===== src/rtl/operand_capture_pkg.sv =====
`default_nettype none
// ============================================================================
// Module      : operand_capture_pkg
// Description : Shared constants for the operand capture block: FSM state
//               encodings and default parameter values.
// Revision    : 1.0 - initial release
// ============================================================================
package operand_capture_pkg;

    // FSM state encodings (2'b11 is illegal and recovers to C_WAIT_A)
    localparam logic [1:0] C_WAIT_A = 2'b00;
    localparam logic [1:0] C_WAIT_B = 2'b01;
    localparam logic [1:0] C_SHOW   = 2'b10;

    // Defaults: 2-bit operands, 10 ms debounce at 50 MHz, 2-flop synchronisers
    localparam int C_DEFAULT_WIDTH           = 2;
    localparam int C_DEFAULT_DEBOUNCE_CYCLES = 500000;
    localparam int C_DEFAULT_SYNC_STAGES     = 2;

endpackage : operand_capture_pkg
`default_nettype wire


===== src/rtl/operand_capture_debounce_sync.sv =====
`default_nettype none
// ============================================================================
// Module      : debounce_sync
// Description : Synchroniser plus debouncer for one active-low push-button.
//               Produces the debounced level and a one-cycle registered
//               press pulse on each accepted 1->0 transition.
// Ports       : clk, rst (async, active-high)
//               raw_n       - raw bouncy active-low button input
//               level       - debounced button level (1 = released)
//               press_pulse - one-cycle pulse the cycle after level falls
// Revision    : 1.0 - initial release
// ============================================================================
module debounce_sync
    import operand_capture_pkg::*;
#(
    parameter int SYNC_STAGES     = C_DEFAULT_SYNC_STAGES,
    parameter int DEBOUNCE_CYCLES = C_DEFAULT_DEBOUNCE_CYCLES
) (
    input  logic clk,
    input  logic rst,
    input  logic raw_n,
    output logic level,
    output logic press_pulse
);

    // Counter only has to reach DEBOUNCE_CYCLES-1
    localparam int                 C_CNT_W   = $clog2(DEBOUNCE_CYCLES);
    localparam logic [C_CNT_W-1:0] C_CNT_MAX = C_CNT_W'(DEBOUNCE_CYCLES - 1);

    logic [SYNC_STAGES-1:0] r_sync;
    logic [C_CNT_W-1:0]     r_cnt;
    logic                   r_level;
    logic                   r_level_d;
    logic                   r_pulse;
    logic                   w_synced;

    assign w_synced = r_sync[SYNC_STAGES-1];

    always_ff @(posedge clk or posedge rst) begin
        if (rst) begin
            r_sync    <= '1;
            r_cnt     <= '0;
            r_level   <= 1'b1;
            r_level_d <= 1'b1;
            r_pulse   <= 1'b0;
        end else begin
            r_sync    <= {r_sync[SYNC_STAGES-2:0], raw_n};
            r_level_d <= r_level;
            // Press is seen one cycle after the debounced level falls
            r_pulse   <= r_level_d & ~r_level;
            if (w_synced != r_level) begin
                if (r_cnt == C_CNT_MAX) begin
                    r_level <= w_synced;
                    r_cnt   <= '0;
                end else begin
                    r_cnt   <= r_cnt + 1'b1;
                end
            end else begin
                // Any agreeing cycle restarts the stability window
                r_cnt <= '0;
            end
        end
    end

    assign level       = r_level;
    assign press_pulse = r_pulse;

endmodule : debounce_sync
`default_nettype wire


===== src/rtl/operand_capture.sv =====
`default_nettype none
// ============================================================================
// Module      : operand_capture
// Description : Captures operand A then operand B from the slide switches on
//               successive debounced load presses and holds them on
//               registered outputs feeding the ripple adder. A clear press
//               returns the sequence to the start.
// Ports       : clk, rst (async, active-high)
//               sw_in      - raw switch operand value
//               load_btn_n - raw load button, active-low
//               clr_btn_n  - raw clear button, active-low
//               op_a, op_b - captured operands
//               ops_valid  - both operands captured
//               state_dbg  - FSM state for LEDs
// Revision    : 1.0 - initial release
// ============================================================================
module operand_capture
    import operand_capture_pkg::*;
#(
    parameter int WIDTH           = C_DEFAULT_WIDTH,
    parameter int DEBOUNCE_CYCLES = C_DEFAULT_DEBOUNCE_CYCLES,
    parameter int SYNC_STAGES     = C_DEFAULT_SYNC_STAGES
) (
    input  logic             clk,
    input  logic             rst,
    input  logic [WIDTH-1:0] sw_in,
    input  logic             load_btn_n,
    input  logic             clr_btn_n,
    output logic [WIDTH-1:0] op_a,
    output logic [WIDTH-1:0] op_b,
    output logic             ops_valid,
    output logic [1:0]       state_dbg
);

    logic [SYNC_STAGES-1:0][WIDTH-1:0] r_sw_sync;
    logic [WIDTH-1:0]                  w_sw;
    logic [1:0]                        r_state;
    logic [WIDTH-1:0]                  r_op_a;
    logic [WIDTH-1:0]                  r_op_b;
    logic                              r_valid;
    logic                              w_load_press;
    logic                              w_clr_press;
    logic                              w_load_level;
    logic                              w_clr_level;
    logic                              w_unused_levels;

    // Debounced levels are not needed here; only press events drive the FSM
    assign w_unused_levels = w_load_level ^ w_clr_level;

    debounce_sync #(
        .SYNC_STAGES     (SYNC_STAGES),
        .DEBOUNCE_CYCLES (DEBOUNCE_CYCLES)
    ) u_load_db (
        .clk         (clk),
        .rst         (rst),
        .raw_n       (load_btn_n),
        .level       (w_load_level),
        .press_pulse (w_load_press)
    );

    debounce_sync #(
        .SYNC_STAGES     (SYNC_STAGES),
        .DEBOUNCE_CYCLES (DEBOUNCE_CYCLES)
    ) u_clr_db (
        .clk         (clk),
        .rst         (rst),
        .raw_n       (clr_btn_n),
        .level       (w_clr_level),
        .press_pulse (w_clr_press)
    );

    // Switch value synchroniser
    always_ff @(posedge clk or posedge rst) begin
        if (rst) begin
            r_sw_sync <= '1;
        end else begin
            r_sw_sync <= {r_sw_sync[SYNC_STAGES-2:0], sw_in};
        end
    end

    assign w_sw = r_sw_sync[SYNC_STAGES-1];

    // Capture FSM; clear has priority over a coincident load
    always_ff @(posedge clk or posedge rst) begin
        if (rst) begin
            r_state <= C_WAIT_A;
            r_op_a  <= '0;
            r_op_b  <= '0;
            r_valid <= 1'b0;
        end else if (w_clr_press) begin
            r_state <= C_WAIT_A;
            r_op_a  <= '0;
            r_op_b  <= '0;
            r_valid <= 1'b0;
        end else begin
            case (r_state)
                C_WAIT_A: begin
                    if (w_load_press) begin
                        r_op_a  <= w_sw;
                        r_state <= C_WAIT_B;
                    end
                end
                C_WAIT_B: begin
                    if (w_load_press) begin
                        r_op_b  <= w_sw;
                        r_valid <= 1'b1;
                        r_state <= C_SHOW;
                    end
                end
                C_SHOW: begin
                    // A load while showing starts a fresh pair
                    if (w_load_press) begin
                        r_op_a  <= w_sw;
                        r_op_b  <= '0;
                        r_valid <= 1'b0;
                        r_state <= C_WAIT_B;
                    end
                end
                default: begin
                    r_state <= C_WAIT_A;
                    r_op_a  <= '0;
                    r_op_b  <= '0;
                    r_valid <= 1'b0;
                end
            endcase
        end
    end

    assign op_a      = r_op_a;
    assign op_b      = r_op_b;
    assign ops_valid = r_valid;
    assign state_dbg = r_state;

endmodule : operand_capture
`default_nettype wire


===== config.mk =====
export PLATFORM = sky130hd
export DESIGN_NAME = operand_capture
export DESIGN_NICKNAME = d
export VERILOG_FILES = /design/src/rtl/operand_capture_pkg.sv /design/src/rtl/operand_capture_debounce_sync.sv /design/src/rtl/operand_capture.sv
export SDC_FILE = /design/constraint.sdc
export NUM_CORES = 1
export LEC_CHECK = 0
export ABC_AREA = 1
export BUFFER_PORTS_ARGS = -buffer_cell sky130_fd_sc_hd__buf_2
export CAP_MARGIN = 10
export CORE_MARGIN = 2
export CORE_UTILIZATION = 45
export CTS_CLUSTER_SIZE = 30
export DETAILED_ROUTE_END_ITERATION = 7
export PLACE_DENSITY = 0.61
export SLEW_MARGIN = 25
export SYNTH_ARGS = -nofsm -noshare
export SYNTH_HDL_FRONTEND = slang
export SYNTH_HIERARCHICAL = 1
export SYNTH_SLANG_ARGS = --single-unit

===== constraint.sdc =====
create_clock -name clk -period 1.2 [get_ports clk]
set_input_delay 0 -clock clk [delete_from_list [all_inputs] [get_ports clk]]
set_output_delay 0 -clock clk [all_outputs]
set_load 0.005 [all_outputs]

Yosys cells after proc, flatten, opt, wreduce, memory -nomap -nowiden
Cells that the tools add are included.

Bits in registers: 59. Latch bits: 0. Bits in writable memories: 0. Memory bits (read-only): 0. Input bits: 6. Output and inout bits: 7. Logic and storage cells: 58. Memories: 0.

Add/subtract/negate cells: 2. $mul: 0. Div/mod/pow operators: 0. Magnitude comparators: 0. Eq/ne operators: 11. Shifts and indexed selects: 0. Muxes and demuxes: 18. Bitwise logic cells: 4. Reductions and logical operators: 7.

Operators with widths (number): $mux 19 (4); $add 19x1->19 const B (2); $eq 19x19->1 const B (2); $mux 2 (7); $ne 3x1->1 const B (3); $pmux 2 s2 (2); $reduce_and 2->1 (4); $pmux 2 s3 (1); $ne 2x1->1 const B (2); $mux 1 (3); $pmux 1 s3 (1); $reduce_and 3->1 (1); $and 1x1->1 (2); $eq 2x1->1 const B (1); $eq 2x2->1 const B (1); $logic_not 2->1 (1); $ne 1x1->1 (2); $not 1->1 (2); $reduce_or 2->1 (1).

Depth between registers and ports, before layout
Gate-level depths: netlist of the first run.

Depth after elaboration: 4. Gate-level depth with buffers: 8. Mapped depth without buffers: 8.

Cells and area by module
Netlist of the first run, hierarchy kept.

By module, submodules not included: debounce_sync (instances 2, cells an instance 155, area each 1283.7 um^2, sequential area each 605.6 um^2); operand_capture (instances 1, cells an instance 46, area each 442.9 um^2, sequential area each 280.3 um^2).

Worst setup path before layout of the first run
No wires, ideal clock.

Path type: register to register. Start: reg u_clr_db.r_cnt[0]. End: reg u_clr_db.r_cnt[18]. Library setup time: 0.119 ns. Data arrival time: 1.126 ns. Data required time: 1.081 ns. Path slack: -0.045 ns. Stages on the path, launching flop included: 9. Buffers on the path: 0. Period minus slack after synthesis: 1.245 ns. Cells stage by stage: dfrtp_1 ha_1 nand2_1 nor2_2 nand2_2 nor2_2 nand3_1 nand3_1 nor2_1.

Word-level cells in the longest chain between the ends: 3. Elaborated cells on any way between the ends: 4. Classes of those cells: 1 x add/sub; 1 x eq/ne; 2 x mux.

RTL lines: start: declaration (RTL line operand_capture_debounce_sync.sv:31) `logic [C_CNT_W-1:0] r_cnt;`; start signal: assignment (RTL line operand_capture_debounce_sync.sv:56) `r_cnt <= r_cnt + 1'b1;`; $add 19x1->19 or $eq 19x19->1 (tied branches) (RTL line operand_capture_debounce_sync.sv:56, operand_capture_debounce_sync.sv:52); $mux 19 (*) (RTL line operand_capture_debounce_sync.sv:52) `if (r_cnt == C_CNT_MAX) begin`; $mux 19 (*) (RTL line operand_capture_debounce_sync.sv:51) `if (w_synced != r_level) begin`.

Every way passes the cells marked *; elsewhere a longest branch is shown, timed or not. A chain may end at the register's enable or synchronous reset.

Worst setup path after layout of the first run
Start: reg u_clr_db.r_cnt[0]. End: reg u_clr_db.r_cnt[8].

Same word-level chain as after synthesis.

==> impl_metrics.json, run 1 <==
{
  "outcome": "complete, but fails checks",
  "violations": "negative setup slack",
  "worstRegToRegCells": 7,
  "areaGrowthSynthToFinish_pct": 34.9,
  "antenna_cells": 0,
  "top_layer": "met4",
  "gr-usage-all-layers_pct": 19.1,
  "synth_top_area_share_pct": 39.1,
  "whs_ps": 211,
  "skew_ps": 11.1,
  "ys_seq_elements": 59,
  "maxSlewHeadroom_pct": 69.6,
  "grt_max_degree": 25,
  "rsz0062_at_grt": "true",
  "drc": 0,
  "multiInputGateArea_mm2": 0.00160,
  "cts_root_buffer": "clkbuf_8",
  "drt-initial-drc-count": 98,
  "layout-drive-gt1-share_pct": 41.7,
  "clk_pin_slew_ps": 70,
  "die_width_um": 85.8,
  "worstSetupPathType": "reg -> reg",
  "grt_pass1_vias": 2413,
  "setup_ws_ps": -165,
  "vdd_drop_max_uv": 577,
  "worst_pin_slew_ps": 455,
  "postRouteWirelength_mm": 6.50,
  "period_needed_ps": 1360,
  "cts.path.max_buffers": 2,
  "final-hold-violation-count": 0,
  "wl_per_cell_um": 12.6,
  "drt-met1-wl_mm": 2.99,
  "fin_cells": 516,
  "ant_nets": 0,
  "drv_slew": 0,
  "setup_viol": 34,
  "ys_warn_count": 6,
  "worstPathArrival_ps": 1580,
  "globalplace.congestion": 0.826,
  "cts_tree": "built",
  "nFillCells": 509,
  "coreArea_mm2": 0.00642,
  "synth_top_area_cell": "dfrtp_1",
  "cp_max_fo": 7,
  "syn_avg_cell_area_um2": 8.46,
  "synth.distinct_cells": 25,
  "grt_overflow": 0,
  "antenna_found_initial": 0,
  "regArea_mm2": 0.00150,
  "start_kind": "register",
  "seq_area_frac_synth_pct": 49.5,
  "cts_buffers": 9,
  "clock_sinks": 59,
  "final_net_count": 442,
  "rows": 29,
  "met3_length_um": 126,
  "yosys-top-cells-area": "dfrtp_1, dfstp_2, nand2_1",
  "placed_cells": 482,
  "p_total_mw": 3.89,
  "synth_area_mm2": 0.00301,
  "hpwlAfterDp_mm": 4.38,
  "initial_core_util_pct": 46.9,
  "fmax_mhz": 733,
  "dieArea_mm2": 0.00736,
  "wl_met2_mm": 3.25,
  "syn_inst": 356,
  "io_buffers": 12,
  "syn-num-nets": 364,
  "dp_worst_setup_slack_ps": -199,
  "firstDrtPassIters": 4,
  "vias": 2473,
  "clk_latency_ps": 340,
  "die_height_um": 85.8,
  "boundaryPins": 13,
  "fin_crit_sh_pct": 114,
  "worstSetupEndpointType": "register",
  "timing.max_cap.violations": 0,
  "critPathRequiredTime_ps": 1420,
  "min_path_type": "in -> async",
  "viasPerCell": 4.79,
  "grt_pass1_wl_mm": 10.8,
  "power.leakage_nw": 1.84,
  "power.density_mw_per_mm2": 958,
  "htreeDepth": 3
}
-- final cells by class --
cell class / count / share of cell area [%]
sequential: 59 / 36.8
timing repair buffer: 68 / 12.7
tap: 77 / 2.37
clock inverter: 5 / 0.925
inverter: 46 / 4.25
multi-input combinational: 250 / 39.4
clock buffer: 11 / 3.48
-- stage by stage --
| step | utilization (%) | setup TNS (ps) | instance area, um2 |
|---|---|---|---|
| 5_1_grt | 63.2 | -5700 | 4060 |
| 4_1_cts | 60.5 | -1170 | 3890 |
| 6_report | 63.2 | -3110 | 4060 |
| 3_3_place_gp | 54.0 | -3070 | 3470 |
| 3_5_place_dp | 54.0 | -3650 | 3470 |
| 2_1_floorplan | - | -63.3 | 3030 |
-- metal layers --
metal  vias to the layer above  track usage [%]
li1                       1255                -
met1                      1183             23.7
met2                        22             32.2
met3                        13             4.14
met4                         0             8.51
met5                         -                0
-- sequential cells by signal, indices dropped and copies added (netlist names) --
register / flops
u_clr_db/r_cnt: 19
u_load_db/r_cnt: 19
op_a: 2
op_b: 2
r_sw_sync: 2
state_dbg: 2
u_clr_db/r_sync: 2
u_load_db/r_sync: 2
w_sw: 2
ops_valid: 1
u_clr_db/level: 1
u_clr_db/press_pulse: 1
u_clr_db/r_level_d: 1
u_load_db/level: 1
u_load_db/press_pulse: 1
u_load_db/r_level_d: 1
-- logic make-up (layout without fill, tap and decap cells) --
kind of cell	count (synthesis)	in the layout	share of synthesized area [%]
AO/OA/AOI/OAI	21	21	4.16
XOR/XNOR	16	16	5.15
adder cells (fa/ha/maj)	2	2	0.831
buffers and inverters	47	130	6.11
flip-flops	59	59	49.5
AND/OR/NAND/NOR	211	211	34.2
-- path summary, 6_finish.rpt --
check | startpoint | to | slack (ps)
max | u_clr_db/r_cnt[0] | u_clr_db/r_cnt[8] | -160
min in group clk | sw_in[1] | r_sw_sync[1] | 310
max reg2reg | u_clr_db/r_cnt[0] | u_clr_db/r_cnt[8] | -160
min | rst | op_a[0] | 210
max in group asynchronous | rst | u_load_db/r_level_d | 460
min reg2reg | u_clr_db/r_sync[0] | u_clr_db/r_sync[1] | 360
-- cell usage after synthesis, drive strengths merged --
cell,n
xor2,12
nor3b,4
dfrtp,47
o21a,2
nand4,4
o22ai,2
buf,1
nor3,2
dfstp,12
ha,2
nand3,26
o21ai,5
xnor2,4
o21bai,2
a21oi,10
inv,46
nand2,85
nor2,90
-- power by group --
group | internal, mW | leakage, nW | total [mW] | switching [mW]
Combinational | 0.0890 | 0.979 | 0.201 | 0.112
Clock | 0.812 | 0.0859 | 1.63 | 0.821
Sequential | 2.03 | 0.772 | 2.05 | 0.0251
Total | 2.93 | 1.84 | 3.89 | 0.958
-- repair_timing --
action | CTS | global route
endpoints found under the hold margin | 47 | 0
resized for setup | 34 | 27
hold buffers | 5 | 0
pin swaps | 13 | 14
setup endpoints to repair | 33 | 38
buffers inserted | 6 | 7
-- worst max-delay path: stages, from the launching register on --
cell,delay [ps]
dfrtp_1,400
ha_4,160
nand2_4,80
buf_4,150
nor2_4,130
nand3_4,150
nand2_4,130
nor2_1,50
-- cells in the final DEF (no fill, tap or decap), drive strengths merged --
master / n
inv: 47
o21ai: 5
nand2: 85
o22ai: 2
dfrtp: 47
ha: 2
clkinvlp: 2
dlygate4sd3: 5
nand4: 4
nor3: 2
clkinv: 2
buf: 63
nor3b: 4
o21bai: 2
xnor2: 4
clkbuf: 11
o21a: 2
dfstp: 12
nand3: 26
nor2: 90
xor2: 12
a21oi: 10
(Power assumes the default switching activity.)
==> inputs of run 2 (changes only) <==
--- a/config.mk
+++ b/config.mk
@@ -13,6 +13,7 @@
 export CTS_CLUSTER_SIZE = 30
 export DETAILED_ROUTE_END_ITERATION = 7
 export PLACE_DENSITY = 0.61
+export RECOVER_POWER = 100
 export SLEW_MARGIN = 25
 export SYNTH_ARGS = -nofsm -noshare
 export SYNTH_HDL_FRONTEND = slang
==> run 2 against run 1 <==
Total power down 0.26%. Clock power about the same. Critical endpoint unchanged. Highest routed layer unchanged. Critical path type unchanged. Non-clock buffer count did not move. Design area shrank 1.2%. Count of clock-buffer cells in the layout unchanged. The run still ends with negative setup slack left. First-iteration DRC count grew 16%. Largest power group unchanged. Fmax about the same.
==> impl_metrics.json, run 2 (synthesis gave the netlist of run 1 again) <==
{
  "worstPathArrival_ps": 1580,
  "nFillCells": 520,
  "min_path_type": "in -> async",
  "drt-met1-wl_mm": 2.97,
  "final_cell_mix": "nand2_1, nor2_1, dfrtp_1, buf_4, inv_1",
  "layout-drive-gt1-share_pct": 39.4,
  "period_needed_ps": 1360,
  "wl_met2_mm": 3.25,
  "grt_pass1_wl_mm": 10.8,
  "cts.path.max_buffers": 2,
  "clk_latency_ps": 330,
  "wl_per_cell_um": 12.6,
  "ant_nets": 0,
  "start_kind": "register",
  "final-hold-violation-count": 0,
  "cts_tree": "built",
  "firstDrtPassIters": 4,
  "reg2reg_from": "u_clr_db/r_cnt[0]",
  "drv_slew": 0,
  "grt_pass1_vias": 2413,
  "io_buffers": 12,
  "clk_pin_slew_ps": 70,
  "antenna_found_initial": 0,
  "die_height_um": 85.8,
  "clock_sinks": 59,
  "reg2reg_to": "u_clr_db/r_cnt[8]",
  "whs_ps": 201,
  "hpwlAfterDp_mm": 4.38,
  "rsz0062_at_grt": "true",
  "drc": 0,
  "post_dp_cell_area_mm2": 0.00347,
  "postRouteWirelength_mm": 6.50,
  "setup_ws_ps": -165,
  "cts_root_buffer": "clkbuf_8",
  "fin_crit_sh_pct": 114,
  "crit_start": "u_clr_db/r_cnt[0]",
  "grt_max_degree": 25,
  "rows": 29,
  "multiInputGateArea_mm2": 0.00158,
  "drt-initial-drc-count": 114,
  "worstSetupEndpointType": "register",
  "regArea_mm2": 0.00150,
  "fmax_mhz": 733,
  "top_layer": "met4",
  "setup_viol": 36,
  "antenna_cells": 0,
  "dp_worst_setup_slack_ps": -199,
  "vdd_drop_max_uv": 574,
  "vias": 2488,
  "gr-usage-all-layers_pct": 19.1,
  "outcome": "complete, but fails checks",
  "fin_util_pct": 62.5,
  "endpoint": "u_clr_db/r_cnt[8]",
  "worst_pin_slew_ps": 591,
  "cp_max_fo": 7,
  "globalplace.congestion": 0.826,
  "critPathRequiredTime_ps": 1420,
  "layout_commonest_cell": "nand2_1",
  "violations": "negative setup slack",
  "tns_ps": -3110,
  "maxSlewHeadroom_pct": 60.6,
  "grt_overflow": 0,
  "areaGrowthSynthToFinish_pct": 33.3,
  "viasPerCell": 4.82,
  "worstSetupPathType": "reg -> reg",
  "dieArea_mm2": 0.00736,
  "r2r_slack_ps": -160,
  "power.density_mw_per_mm2": 967,
  "final_area_mm2": 0.00401,
  "initial_core_util_pct": 46.9,
  "boundaryPins": 13,
  "largestRegisters": "u_clr_db/r_cnt (19), u_load_db/r_cnt (19)",
  "met3_length_um": 151,
  "timing.max_cap.violations": 0,
  "power.leakage_nw": 1.81,
  "htreeDepth": 3,
  "die_width_um": 85.8,
  "final_net_count": 442,
  "skew_ps": 10.5,
  "coreArea_mm2": 0.00642,
  "worstRegToRegCells": 7,
  "cts_buffers": 9
}
run 2: changes by cell type in the layout (fill, tap and decap cells not counted), sizes merged:
cell,change
buf,-6
clkbuf,+6
run 2: what timing repair did:
action	CTS	global route
buffers inserted	6	7
endpoints found under the hold margin	47	0
pin swaps	13	14
endpoints found under the setup margin	33	38
resized for setup	34	27
hold buffers	5	0
run 2: worst max-delay path, cell delays in order, from the launching register on:
cell and delay, ps:
dfrtp_1 400, ha_4 160, nand2_4 80, buf_4 150
nor2_4 130, nand3_4 150, nand2_4 130, nor2_1 50
run 2: routing by layer:
metal / GRT usage, % / vias up
met5: 0 / -
met4: 8.51 / 0
met3: 4.14 / 13
met2: 32.2 / 31
met1: 23.7 / 1187
li1: - / 1257
run 2: power breakdown:
group / internal, mW / switching (mW)
Combinational: 0.0815 / 0.111
Sequential: 2.03 / 0.0244
Clock: 0.812 / 0.821
run 2: layout make-up:
class,count,share of cell area (%)
Multi-Input combinational cell,250,39.4
Clock inverter,5,0.935
Tap cell,77,2.40
Clock buffer,11,3.52
Sequential cell,59,37.3
Inverter,46,4.30
Timing Repair Buffer,68,12.2
run 2: worst min path at each step:
stage	from	endpoint	slack (ps)	depth (start not counted)
3_3_place_gp	rst	op_a[0]	20	2
6_report	rst	u_load_db/r_cnt[11]	200	3
4_1_cts	rst	op_a[0]	210	3
2_1_floorplan	rst	op_a[0]	-150	1
5_1_grt	rst	u_load_db/r_cnt[9]	240	3
3_5_place_dp	rst	op_a[0]	20	2
run 2: per-stage QoR:
stage | total power, mW | instances
finish | 3.88 | 516
floorplan | 2.17 | 356
CTS | 3.92 | 509
global placement | 2.24 | 482
detailed placement | 2.24 | 482
global route | 4.05 | 516
